$ cat src/rtl/instr_stream_encoder.sv
// RV32 instruction encoder and program loader: packs field-level requests into
// instruction words and streams them to consecutive instruction-memory addresses.
module instr_stream_encoder #(
    parameter int unsigned CNT_W = 16
) (
    input  logic             i_clk,
    input  logic             i_rst_n,
    input  logic             i_start,
    input  logic [31:0]      i_base_addr,
    input  logic [CNT_W-1:0] i_count,
    input  logic             i_valid,
    output logic             o_ready,
    input  logic [2:0]       i_format,
    input  logic [6:0]       i_opcode,
    input  logic [2:0]       i_funct3,
    input  logic [6:0]       i_funct7,
    input  logic [4:0]       i_rd,
    input  logic [4:0]       i_rs1,
    input  logic [4:0]       i_rs2,
    input  logic [31:0]      i_imm,
    output logic             o_wr_en,
    input  logic             i_wr_ready,
    output logic [31:0]      o_wr_addr,
    output logic [31:0]      o_wr_data,
    output logic             o_busy,
    output logic             o_done,
    output logic             o_error,
    output logic [CNT_W-1:0] o_err_index
);

    localparam logic [31:0] Nop = 32'h0000_0013;

    typedef enum logic [1:0] {StIdle, StLoad, StDrain} state_e;

    state_e           state_q, state_d;
    logic [31:0]      addr_q, addr_d;
    logic [CNT_W-1:0] remaining_q, remaining_d;
    logic [CNT_W-1:0] index_q, index_d;
    logic             wr_en_q, wr_en_d;
    logic [31:0]      wr_addr_q, wr_addr_d;
    logic [31:0]      wr_data_q, wr_data_d;
    logic             done_q, done_d;
    logic             error_q, error_d;
    logic [CNT_W-1:0] err_index_q, err_index_d;

    logic [31:0] enc_word;
    logic        enc_legal;
    logic        accept;
    logic        retire;

    always_comb begin
        enc_word  = 32'h0;
        enc_legal = 1'b1;
        case (i_format)
            3'd0: enc_word = {i_funct7, i_rs2, i_rs1, i_funct3, i_rd, i_opcode};
            3'd1: begin
                enc_word  = {i_imm[11:0], i_rs1, i_funct3, i_rd, i_opcode};
                enc_legal = (i_imm[31:11] == {21{i_imm[11]}});
            end
            3'd2: begin
                enc_word  = {i_imm[11:5], i_rs2, i_rs1, i_funct3, i_imm[4:0], i_opcode};
                enc_legal = (i_imm[31:11] == {21{i_imm[11]}});
            end
            3'd3: begin
                enc_word  = {i_imm[12], i_imm[10:5], i_rs2, i_rs1, i_funct3,
                             i_imm[4:1], i_imm[11], i_opcode};
                enc_legal = (i_imm[31:12] == {20{i_imm[12]}}) && !i_imm[0];
            end
            3'd4: begin
                enc_word  = {i_imm[31:12], i_rd, i_opcode};
                enc_legal = (i_imm[11:0] == 12'h0);
            end
            3'd5: begin
                enc_word  = {i_imm[20], i_imm[10:1], i_imm[11], i_imm[19:12], i_rd, i_opcode};
                enc_legal = (i_imm[31:20] == {12{i_imm[20]}}) && !i_imm[0];
            end
            default: enc_legal = 1'b0;
        endcase
    end

    // Single output register: a new word may enter whenever the held one leaves.
    assign o_ready = (state_q == StLoad) && (!wr_en_q || i_wr_ready);
    assign accept  = i_valid && o_ready;
    assign retire  = wr_en_q && i_wr_ready;

    always_comb begin
        state_d     = state_q;
        addr_d      = addr_q;
        remaining_d = remaining_q;
        index_d     = index_q;
        wr_en_d     = wr_en_q;
        wr_addr_d   = wr_addr_q;
        wr_data_d   = wr_data_q;
        done_d      = 1'b0;
        error_d     = error_q;
        err_index_d = err_index_q;

        unique case (state_q)
            StIdle: begin
                if (i_start) begin
                    if (i_count != '0) begin
                        addr_d      = i_base_addr & ~32'd3;
                        remaining_d = i_count;
                        index_d     = '0;
                        error_d     = 1'b0;
                        err_index_d = '0;
                        state_d     = StLoad;
                    end else begin
                        done_d = 1'b1;
                    end
                end
            end
            StLoad: begin
                if (retire) begin
                    wr_en_d = 1'b0;
                end
                if (accept) begin
                    wr_en_d     = 1'b1;
                    wr_addr_d   = addr_q;
                    wr_data_d   = enc_legal ? enc_word : Nop;
                    addr_d      = addr_q + 32'd4;
                    index_d     = index_q + 1'b1;
                    remaining_d = remaining_q - 1'b1;
                    if (!enc_legal) begin
                        error_d = 1'b1;
                        if (!error_q) begin
                            err_index_d = index_q;
                        end
                    end
                    if (remaining_q == CNT_W'(1)) begin
                        state_d = StDrain;
                    end
                end
            end
            StDrain: begin
                if (retire) begin
                    wr_en_d = 1'b0;
                    done_d  = 1'b1;
                    state_d = StIdle;
                end
            end
            default: state_d = StIdle;
        endcase
    end

    always_ff @(posedge i_clk or negedge i_rst_n) begin
        if (!i_rst_n) begin
            state_q     <= StIdle;
            addr_q      <= 32'h0;
            remaining_q <= '0;
            index_q     <= '0;
            wr_en_q     <= 1'b0;
            wr_addr_q   <= 32'h0;
            wr_data_q   <= 32'h0;
            done_q      <= 1'b0;
            error_q     <= 1'b0;
            err_index_q <= '0;
        end else begin
            state_q     <= state_d;
            addr_q      <= addr_d;
            remaining_q <= remaining_d;
            index_q     <= index_d;
            wr_en_q     <= wr_en_d;
            wr_addr_q   <= wr_addr_d;
            wr_data_q   <= wr_data_d;
            done_q      <= done_d;
            error_q     <= error_d;
            err_index_q <= err_index_d;
        end
    end

    assign o_wr_en     = wr_en_q;
    assign o_wr_addr   = wr_addr_q;
    assign o_wr_data   = wr_data_q;
    assign o_busy      = (state_q != StIdle);
    assign o_done      = done_q;
    assign o_error     = error_q;
    assign o_err_index = err_index_q;

endmodule

$ cat config.mk
export PLATFORM = sky130hd
export DESIGN_NAME = instr_stream_encoder
export DESIGN_NICKNAME = d
export VERILOG_FILES = /design/src/rtl/instr_stream_encoder.sv
export SDC_FILE = /design/constraint.sdc
export NUM_CORES = 1
export LEC_CHECK = 0
export ABC_AREA = 1
export CAP_MARGIN = 0
export CORE_MARGIN = 8
export CORE_UTILIZATION = 45
export DETAILED_ROUTE_END_ITERATION = 12
export PLACE_DENSITY = 0.73
export SLEW_MARGIN = 20
export SYNTH_ARGS = -nofsm -noshare
export SYNTH_HDL_FRONTEND = slang
export SYNTH_SLANG_ARGS = --single-unit
$ cat constraint.sdc
create_clock -name i_clk -period 2.5 [get_ports i_clk]
set_clock_uncertainty 0.1 [all_clocks]
set_input_delay 0.5 -clock i_clk [delete_from_list [all_inputs] [get_ports i_clk]]
set_output_delay 0.5 -clock i_clk [all_outputs]
set_load 0.03 [all_outputs]
# Word level (Yosys, flattened, before mapping)
# Cells that the tools add are included.
[totals]
reg_bits = 149
rom_bits = 0
output_inout_bits = 85
latchBits = 0
ram_bits = 0
memories = 0
[op_classes]
shift = 0
bitwise = 0
mul = 0
n_lt_le_gt_ge = 0
eq_ne = 18
div = 0
muxes = 37
add_sub_neg = 3
n_reduce_logical = 21
[op_table]
columns = ["operator", "count"]
rows = [
  ["case mux 32 bit (6 select lines)", 1],
  ["2-to-1 mux 16 bit", 9],
  ["2-to-1 mux 32 bit", 4],
  ["case mux 16 bit (2 select lines)", 3],
  ["case mux 32 bit (2 select lines)", 1],
  ["adder 32 x 3 -> 32 bit, second input constant", 1],
  ["equality test 20 bit", 1],
  ["equality test 19 bit", 1],
  ["adder 16 x 1 -> 16 bit, second input constant", 1],
  ["equality test 16 x 1 -> 1 bit, second input constant", 1],
  ["nonzero test 16 bit", 1],
  ["subtractor 16 x 1 -> 16 bit, second input constant", 1],
  ["zero test 12 bit", 1],
  ["inequality test 2 bit, second input constant", 6],
  ["equality test 11 bit", 1],
  ["2-to-1 mux 2 bit", 5],
  ["AND reduction 5 bit", 2],
  ["2-to-1 mux 1 bit", 9],
  ["equality test 3 x 2 -> 1 bit, second input constant", 2],
  ["equality test 3 bit, second input constant", 2],
  ["case mux 1 bit (2 select lines)", 3],
  ["case mux 2 bit (3 select lines)", 1],
  ["AND reduction 6 bit", 1],
  ["nonzero test 2 bit", 3],
  ["other kinds (13)", 18],
]

# Depth between registers and ports, before layout
# Gate-level depths: netlist of the first run.
[depth]
word_depth = 6
mapped_depth = 14

# Least setup slack after synthesis of the first run
# No wires, ideal clock.
[synth_path]
path_type = "register to register"
startpoint = "register state_q[1]"
endpoint = "register wr_data_q[13], in the netlist o_wr_data[13]"
slack_ns = 0.296
setup_ns = 0.066
t_arrival_ns = 2.038
required_time_ns = 2.334
period_less_slack_ns = 2.204
path_stages_with_launch = 12
cell_sequence = "dfrtp_1 inv_1 ha_1 buf_4 inv_4 a21oi_1 nand2_1 buf_2 clkinv_1 buf_2 nand3_1 nand2_1"
[synth_via]
elab_chain_len = 4
[synth_lines]
columns = ["element", "line", "rtl"]
rows = [
  ["start, declared", "35", "state_e state_q, state_d;"],
  ["start signal, assigned", "148", "state_q <= StIdle;"],
  ["start signal, assigned", "159", "state_q <= state_d;"],
  ["equality test 2 x 1 -> 1 bit", "82", "assign o_ready = (state_q == StLoad) && (!wr_en_q || i_wr_ready);"],
  ["logical AND 1 bit", "82", ""],
  ["net o_ready", "12", "output logic o_ready,"],
  ["logical AND 1 bit", "83", "assign accept = i_valid && o_ready;"],
  ["AND reduction 2 bit (no source line)", "--", ""],
  ["end signal, assigned", "165", "wr_data_q <= wr_data_d;"],
  ["end, declared", "41", "logic [31:0] wr_data_q, wr_data_d;"],
]
# The timed path passes the listed nets, and every way through them passes these cells.
# A chain may end at the register's enable or synchronous reset.

# Final worst setup path of the first run
[layout_path]
startpoint = "register state_q[1]"
endpoint = "output port o_busy"
[layout_via]
elab_chain_len = 1
[layout_lines]
columns = ["element", "line", "rtl"]
rows = [
  ["nonzero test 2 bit", "175", "assign o_busy = (state_q != StIdle);"],
  ["end, declared", "25", "output logic o_busy,"],
]
# Every way passes these cells.

==> results of run 1 <==
[worst min path at each step]
stage                        startpoint            end  depth (start not counted)
after floorplan                 i_rst_n     addr_q[10]                          0
after global placement    o_wr_data[19]  o_wr_data[19]                          2
after detailed placement  o_wr_data[17]  o_wr_data[17]                          2
after CTS                 o_wr_data[23]  o_wr_data[23]                          2
after global routing      o_wr_data[30]  o_wr_data[30]                          2
final                     o_wr_data[15]  o_wr_data[15]                          2
[metrics by stage]
stage | area (um^2) | cells | hold slack (ns)
floorplan | 8570 | 1197 | 0.104
global placement | 11000 | 1623 | 0.361
detailed placement | 11000 | 1623 | 0.364
CTS | 11700 | 1656 | 0.381
global route | 11700 | 1656 | 0.395
finish | 11700 | 1656 | 0.378
[logic make-up (layout without fill, tap and decap cells)]
group | after synthesis | in the layout | share of synthesized area [%]
buffers and inverters | 174 | 399 | 8.57
flip-flops | 145 | 145 | 42.3
AND/OR/NAND/NOR | 672 | 672 | 34.1
adder cells (fa/ha/maj) | 8 | 8 | 1.17
XOR/XNOR | 20 | 20 | 2.04
AO/OA/AOI/OAI | 176 | 176 | 11.8
other | 1 | 2 | 0.0438
[critical path, stage by stage, from the launching register on]
cell           delay [ns]
dfrtp_1              0.39
inv_1                0.10
ha_1                 0.20
inv_1                0.11
dlygate4sd2_1        0.42
[registers in the layout (all words and copies together), names as in the netlist]
name,count
o_wr_data,32
addr_q,30
o_wr_addr,30
index_q,16
o_err_index,16
remaining_q,16
state_q,2
o_done,1
o_error,1
o_wr_en,1
[metal layers]
| layer | up-vias | global-route usage, % | part of all wire (%) |
|---|---|---|---|
| li1 | 4329 | - | - |
| met2 | 301 | 36.8 | 45 |
| met4 | 2 | 7.23 | 1.9 |
| met3 | 39 | 5.02 | 6.3 |
| met5 | - | 0 | 0.048 |
| met1 | 4079 | 30.6 | 46 |
[power by group through the flow]
stage	registers, mW	clock network (mW)	logic, mW
2_1_floorplan	3.34	0	1.21
6_report	3.10	2.96	2.43
3_5_place_dp	3.13	0	2.41
3_3_place_gp	3.12	0	2.37
5_1_grt	3.17	3.09	2.70
4_1_cts	3.09	2.99	2.43
[cell usage after synthesis (all sizes together), types with 2 or more instances]
cell type | n | share of area, %
a211oi | 2 | 0.18
a21oi | 30 | 1.8
a22o | 2 | 0.20
a22oi | 5 | 0.44
a2bb2oi | 3 | 0.31
a32oi | 2 | 0.20
buf | 31 | 2.3
clkbuf | 19 | 0.83
dfrtp | 145 | 42
ha | 8 | 1.2
inv | 123 | 5.4
nand2 | 362 | 16
nand3 | 117 | 7.3
nand3b | 2 | 0.18
nand4 | 31 | 2.3
nor2 | 133 | 6.5
nor3 | 19 | 1.1
nor4 | 4 | 0.29
o211ai | 13 | 1.1
o21a | 2 | 0.18
o21ai | 96 | 5.6
o22ai | 13 | 0.95
o31ai | 4 | 0.35
or2 | 3 | 0.22
xnor2 | 3 | 0.31
xor2 | 17 | 1.7
[area by class of cell]
type                    count  share of cell area (%)
flip-flops and latches    145                    31.0
inverters                 124                    3.99
repair buffers            243                    20.8
clock inverters            12                    1.95
well taps                 234                    2.50
multi-input cells         878                    36.0
clock buffers              20                    3.81
[what timing repair did]
item,CTS,global route
setup endpoints to repair,1,0
hold endpoints to repair,46,0
gates resized for setup,1,0
hold buffers,1,0
==> run metrics, run 1 <==
TritonCTS clock tree=built; Worst-path clk slew=around 0.070 ns; warnings from Yosys=0; reg-to-reg startpoint=state_q[1]; Setup TNS=0 ns; vias in the first global route=8619; static leakage=5.57 nW; DR pass1 iterations=6; pwr dens=724 nW/um^2; total track usage=23.0%; pre-CTS WS=-0.0680 ns; fraction of layout cells with a size suffix above 1=about 7.3%; Crit. End Element=output pin; total chip power=8.49 mW; FP Rows=50; utilization after layout=between 60 and 70%; Final WS setup=~0.26 ns; worst r2r path cells=11; commonest cells after routing, fill and taps aside=nand2_1 (355), clkdlybuf4s50_1 (197), dfrtp_1 (145); wire per inst=16.2 um; FILL cells=1681; most common cell after layout, fill and taps aside=nand2_1; register-to-register setup slack=0.26 ns; via count of the routed design=8750; async set or reset register ratio after synthesis=100%; Clk Tree Root Cell=clkbuf_16; EDFF count, synth=0; status=completed; crit-path max FO=4; Crit Path Class=flop to output pin; Post-Syn Instances=1196; Psw=2.87 mW; TritonCTS buffer count=17; Final Max Slew Viols=0; Die ar.=23700 um^2; RSZ-0062 raised after global routing=no; CP arrival=1.64 ns; post-detailed-route count of antenna-violating nets=0; setup violators final=0; die height=154 um; Multi-input gate area=4220 um^2; drt total wl=approximately 27000 um; DR vias/cell=approximately 5.3; Reg-to-Reg End=remaining_q[14]; maximum VDD drop=0.000500 V; startpoint types=flop; initial antenna violation count=1; core area=18700 um^2; pin count of the biggest net entering global routing=80; Critical Path Source=state_q[1]; Comb pwr share=28.6%; Setup crit end=o_busy; Unique masters post-synth=47; routability cong.=0.951; Longest Clk Path Bufs=2; clock share of power=a little over a third; Port Buffer Count=200; postcts setup bufs=0; maxcap violations=0; Sw Ratio=33.9%; area grow syn2layout=36.7%; synthesized cell area=8570 um^2; 1st-iter DRT viols=752; Final Cycle Share=89.7%; Max-Slew Margin vs Limit=62.8%; Final Hold Viols=0; Sink Count=between 100 and 150; DPL Wire Length=19900 um; I/O pin total=205; global-route wire length before repair=~45000 um; DRC=0; ant diodes=0; HP Class=flop to flop; top_reg_cell synth=dfrtp_1; register area share after synthesis=42.3%; Tmin final=2.24 ns; GR Overflow Total=0; register area=3630 um^2; share of power burned in registers=36.5%; Worst Path Required=1.90 ns; P_int=5.61 mW; Initial Util=45.8%; Final #Nets=1537; fmax=446 MHz; Die W=approximately 150 um; number of H-tree levels=4; Seq cells post-synth=145; clock latency on the worst-skew pair=0.42 ns; worst slew pin tran=around 0.55 ns; syn_area_per_cell=7.17 um^2
(Power assumes the default switching activity.)
==> run 2: changes to the inputs <==
--- a/config.mk
+++ b/config.mk
@@ -11,6 +11,7 @@
 export CORE_UTILIZATION = 45
 export DETAILED_ROUTE_END_ITERATION = 12
 export PLACE_DENSITY = 0.73
+export RECOVER_POWER = 50
 export SLEW_MARGIN = 20
 export SYNTH_ARGS = -nofsm -noshare
 export SYNTH_HDL_FRONTEND = slang
==> run 2 against run 1 <==
Against the previous run:
- core utilization decreased by 0.19 points
- global-route usage unchanged
- maximum frequency increased by 0.26%
- final area decreased by 0.31%
- power decreased by 0.16%
- worst setup slack improved by 0.0058 ns
- first-iteration DRC count decreased by 0.27%
==> run metrics, run 2 (same netlist as run 1, synthesis figures left out) <==
status=completed (unchanged); startpoint types=flop (unchanged); pwr dens=725 nW/um^2 (was 724 nW/um^2); total track usage=23.0% (unchanged); maximum VDD drop=0.000500 V (about the same); number of H-tree levels=4 (unchanged); Final Hold Viols=0 (unchanged); clock latency on the worst-skew pair=0.42 ns (about the same); routability cong.=0.951 (unchanged); Tmin final=2.24 ns (about the same); Max-Slew Margin vs Limit=13.4% (was 62.8%); dpl cells=1623 (unchanged); global-route wire length before repair=44700 um (unchanged); HP Class=flop to flop (unchanged); TritonCTS buffer count=17 (unchanged); DRC=0 (unchanged); total chip power=8.47 mW (was 8.49 mW); die height=154 um (unchanged); Crit Path Class=flop to flop (was flop to output pin); final hold slack=0.378 ns (about the same); crit-path max FO=46 (was 4); Worst-path clk slew=0.07 ns (about the same); TritonCTS clock tree=built (unchanged); static leakage=5.56 nW (was 5.57 nW); Clk Tree Root Cell=clkbuf_16 (unchanged); Multi-input gate area=4210 um^2 (was 4220 um^2); Final Cycle Share=89.5% (was 89.7%); wire per inst=16.2 um (about the same); Sink Count=145 (unchanged); I/O pin total=205 (unchanged); Crit. End Element=flop (was output pin); utilization after layout=62.5% (was 62.6%); fmax=447 MHz (was 446 MHz); initial antenna violation count=1 (unchanged); Final Max Slew Viols=0 (unchanged); RSZ-0062 raised after global routing=no (unchanged); post-detailed-route count of antenna-violating nets=0 (unchanged); max FFs per register=32 (unchanged); drt total wl=26900 um (about the same); Die ar.=23700 um^2 (unchanged); most common cell after layout, fill and taps aside=nand2_1 (unchanged); GR Overflow Total=0 (unchanged); Post-Layout Cell Count=1656 (unchanged); Port Buffer Count=200 (unchanged); postcts setup bufs=0 (unchanged); core area=18700 um^2 (unchanged); 1st-iter DRT viols=750 (was 752); DPL Wire Length=19900 um (unchanged); Final #Nets=1537 (unchanged); fraction of layout cells with a size suffix above 1=7.03% (was 7.31%); commonest cells after routing, fill and taps aside=nand2_1 (356), clkdlybuf4s50_1 (196), dfrtp_1 (145) (was nand2_1 (355), clkdlybuf4s50_1 (197), dfrtp_1 (145)); FP Rows=50 (unchanged); area grow syn2layout=36.3% (was 36.7%); FILL cells=1687 (was 1681); worst slew pin tran=1.30 ns (was 0.554 ns); ant diodes=0 (unchanged); vias in the first global route=8619 (unchanged); Longest Clk Path Bufs=2 (unchanged); via count of the routed design=8786 (was 8750); Die W=154 um (unchanged); maxcap violations=0 (unchanged); DR pass1 iterations=5 (was 6); CP arrival=2.48 ns (was 1.64 ns); register area=3630 um^2 (unchanged); DR vias/cell=5.31 (was 5.28); setup violators final=0 (unchanged); Initial Util=45.8% (unchanged); pin count of the biggest net entering global routing=80 (unchanged); Worst Path Required=2.74 ns (was 1.90 ns)
[run 2: cell types whose count changed in the layout (fill, tap and decap cells not counted), moves of 2 or more]
cell / delta
clkbuf_1: +2
buf_4: -5
clkbuf_4: +2
clkbuf_2: +2
[run 2: final timing paths]
path / endpoint / cells past startpoint / slack (ns) / startpoint
setup / recovery: o_wr_data[4] / 8 / 0.26 / state_q[1]
hold / removal: o_wr_data[15] / 2 / 0.38 / o_wr_data[15]
setup reg to reg: o_wr_data[4] / 8 / 0.26 / state_q[1]
hold reg to reg: o_wr_data[15] / 2 / 0.38 / o_wr_data[15]
max in group asynchronous: o_wr_data[14] / 3 / 0.43 / i_rst_n
min in group asynchronous: o_err_index[6] / 2 / 0.80 / i_rst_n
[run 2: area by class of cell]
type / count / area share (%)
repair buffers: 243 / 20.6
multi-input cells: 878 / 36.0
well taps: 234 / 2.51
inverters: 124 / 4.01
flip-flops and latches: 145 / 31.1
clock inverters: 12 / 1.96
clock buffers: 20 / 3.82
[run 2: what timing repair did]
item | in CTS | in global routing
endpoints found under the setup margin | 1 | 0
endpoints found under the hold margin | 46 | 0
hold buffers | 1 | 0
resized for setup | 1 | 0
[run 2: where the power goes]
| group | switching [mW] | internal [mW] | leakage [nW] |
|---|---|---|---|
| logic | 1.47 | 0.954 | 3.35 |
| clock network | 1.04 | 1.91 | 0.329 |
| registers | 0.358 | 2.74 | 1.88 |
| total | 2.87 | 5.60 | 5.56 |
[run 2: metal layers]
layer / part of all wire, % / global-route usage (%)
met3: 6.5 / 5.02
met1: 46 / 30.6
met4: 1.9 / 7.23
met2: 46 / 36.8
met5: 0.048 / 0
[run 2: critical path, cell delays in order (launching register included)]
cell and delay [ns]:
dfrtp_1 0.39, inv_1 0.09, ha_1 0.26, inv_4 0.09, a21oi_1 0.05, nand2_1 0.17, buf_2 0.69, nor2_1 0.12
a2bb2oi_1 0.19
[run 2: stage by stage]
| stage | TNS (ns) | area (um^2) | setup slack (ns) |
|---|---|---|---|
| after floorplan | 0 | 8570 | 0.296 |
| after global placement | 0 | 11000 | 0.00216 |
| after global routing | 0 | 11700 | 0.0564 |
| final | 0 | 11700 | 0.263 |
| after detailed placement | -0.160 | 11000 | -0.0680 |
| after CTS | 0 | 11700 | 0.251 |
==> run 3: changes to the inputs <==
--- a/config.mk
+++ b/config.mk
@@ -8,11 +8,10 @@
 export ABC_AREA = 1
 export CAP_MARGIN = 0
 export CORE_MARGIN = 8
-export CORE_UTILIZATION = 45
+export CORE_UTILIZATION = 39
 export DETAILED_ROUTE_END_ITERATION = 12
-export PLACE_DENSITY = 0.73
+export PLACE_DENSITY = 0.65
 export RECOVER_POWER = 50
-export SLEW_MARGIN = 20
 export SYNTH_ARGS = -nofsm -noshare
 export SYNTH_HDL_FRONTEND = slang
 export SYNTH_SLANG_ARGS = --single-unit
==> run 3 against run 2 <==
Against the previous run:
- the run now ends with max-capacitance violations, max-slew violations left
- hold slack worse by 0.00082 ns
- die area is 14% higher
- final area down 0.26%
- register-to-register slack worse by 0.03 ns
- critical endpoint is now o_ready
- largest cell class unchanged
==> run metrics, run 3 (same netlist as run 1, synthesis figures left out) <==
status=finished, violations left (was completed); failing checks=max-capacitance violations, max-slew violations; CP max stage cell=dfrtp_1 (was buf_2); static leakage=5.50 nW (was 5.56 nW); Longest Clk Path Bufs=2 (unchanged); drt total wl=27000 um (was 26900 um); fmax=432 MHz (was 447 MHz); GR Overflow Total=0 (unchanged); Crit Path Class=flop to output pin (was flop to flop); Final Max Slew Viols=60 (was 0); TritonCTS clock tree=built (unchanged); pin count of the biggest net entering global routing=80 (unchanged); setup violators final=0 (unchanged); cell area after layout=11700 um^2 (about the same); post-detailed-route count of antenna-violating nets=0 (unchanged); pwr dens=695 nW/um^2 (was 725 nW/um^2); HP Class=flop to flop (unchanged); Final Hold Viols=0 (unchanged); Area after DPL=11100 um^2 (was 11000 um^2); Max-Slew Margin vs Limit=-2.78% (was 13.4%); via count of the routed design=8575 (was 8786); Initial Util=39.5% (was 45.8%); routability cong.=0.917 (was 0.951); FILL cells=2112 (was 1687); RSZ-0062 raised after global routing=no (unchanged); DR pass1 iterations=5 (unchanged); maxcap violations=1 (was 0); total chip power=8.10 mW (was 8.47 mW); area grow syn2layout=36.0% (was 36.3%); ant diodes=0 (unchanged); register area=3630 um^2 (unchanged); max FFs per register=32 (unchanged); crit-path max cell delay=0.41 ns (was 0.69 ns); CP arrival=1.71 ns (was 2.48 ns); startpoint types=flop (unchanged); number of H-tree levels=4 (unchanged); Final WS setup=0.188 ns (was 0.263 ns); pre-CTS WS=-0.0181 ns (was -0.0680 ns); worst slew pin tran=1.54 ns (was 1.30 ns); Port Buffer Count=200 (unchanged); FP Rows=54 (was 50); Worst Path Required=1.90 ns (was 2.74 ns); Final Cycle Share=92.5% (was 89.5%); Sink Count=145 (unchanged); Die ar.=27000 um^2 (was 23700 um^2); Crit. End Element=output pin (was flop); Multi-input gate area=4210 um^2 (unchanged); DRC=0 (unchanged); core area=21700 um^2 (was 18700 um^2); global-route wire length before repair=43700 um (was 44700 um); maximum VDD drop=0.000495 V (was 0.000500 V); initial antenna violation count=0 (was 1); DR vias/cell=5.04 (was 5.31); TritonCTS buffer count=17 (unchanged); I/O pin total=205 (unchanged); most common cell after layout, fill and taps aside=nand2_1 (unchanged); wire per inst=15.9 um (was 16.2 um); Tmin final=2.31 ns (was 2.24 ns); CP Buf/Inv Count=3 (unchanged); clock latency on the worst-skew pair=0.42 ns (about the same); total track usage=20.1% (was 23.0%); die height=164 um (was 154 um); Clk Tree Root Cell=clkbuf_16 (unchanged); Die W=164 um (was 154 um); crit-path max FO=10 (was 46); Final #Nets=1536 (was 1537); fraction of layout cells with a size suffix above 1=7.11% (was 7.03%); commonest cells after routing, fill and taps aside=nand2_1 (356), clkdlybuf4s50_1 (197), dfrtp_1 (145) (was nand2_1 (356), clkdlybuf4s50_1 (196), dfrtp_1 (145)); DPL Wire Length=20200 um (was 19900 um); 1st-iter DRT viols=617 (was 750); worst path cell trace=inv_1 > ha_1 > inv_4 > a21oi_1 > buf_4 (was inv_1 > ha_1 > inv_4 > a21oi_1 > nand2_1 > buf_2 > nor2_1 > a2bb2oi_1); Worst-path clk slew=0.06 ns (was 0.07 ns); vias in the first global route=8659 (was 8619); kind of cell adding the most delay to the critical path=buffers and inverters (unchanged)
==> run 3: worst paths after layout <==
check / endpoint / start / slack [ns] / cells after the start
max in group asynchronous: o_wr_data[31] / i_rst_n / 0.36 / 3
worst min-delay path: o_wr_data[31] / o_wr_data[31] / 0.38 / 2
worst max register to register: remaining_q[14] / state_q[1] / 0.23 / 11
min in group asynchronous: o_wr_data[0] / i_rst_n / 0.90 / 2
worst min register to register: o_wr_data[31] / o_wr_data[31] / 0.38 / 2
worst max-delay path: o_ready / state_q[1] / 0.19 / 5
==> run 3: stage by stage <==
stage               cells  utilization [%]  hold slack (ns)  setup TNS (ns)
floorplan            1197                -            0.104               0
global placement     1668             51.1            0.361               0
global route         1701             53.7            0.392               0
detailed placement   1668             51.1            0.365         -0.0271
finish               1701             53.7            0.377               0
CTS                  1701             53.9            0.382               0
==> run 3: worst min-delay path, stage by stage, from the launching register on <==
cell	delay (ns)
dfrtp_1	0.34
nand2_1	0.05
nand2_1	0.06
==> run 3: metal layers <==
| layer | global-route usage [%] | up-vias | wire length, um |
|---|---|---|---|
| met2 | 32.0 | 273 | 12300 |
| met3 | 4.99 | 28 | 1930 |
| met5 | 0 | - | 0 |
| li1 | - | 4330 | - |
| met1 | 26.4 | 3944 | 12400 |
| met4 | 5.87 | 0 | 391 |
==> run 3: final cells by class <==
cell class / count / share of cell area (%)
multi-input cells: 878 / 36.1
repair buffers: 242 / 20.6
clock inverters: 11 / 1.11
well taps: 280 / 3.01
clock buffers: 21 / 4.04
flip-flops and latches: 145 / 31.1
inverters: 124 / 4.02
==> run 3: what timing repair did <==
action / 4_1_cts / 5_1_grt
hold endpoints to repair: 55 / 0
gates resized for setup: 1 / 0
setup endpoints to repair: 1 / 0
hold buffers: 1 / 0
setup buffers: 0 / 0
==> run 3: where the power goes <==
part	leakage [nW]	internal (mW)	switching (mW)	total, mW
clock network	0.278	1.55	1.05	2.60
logic	3.35	0.949	1.45	2.40
registers	1.88	2.74	0.359	3.10
total	5.50	5.24	2.85	8.10
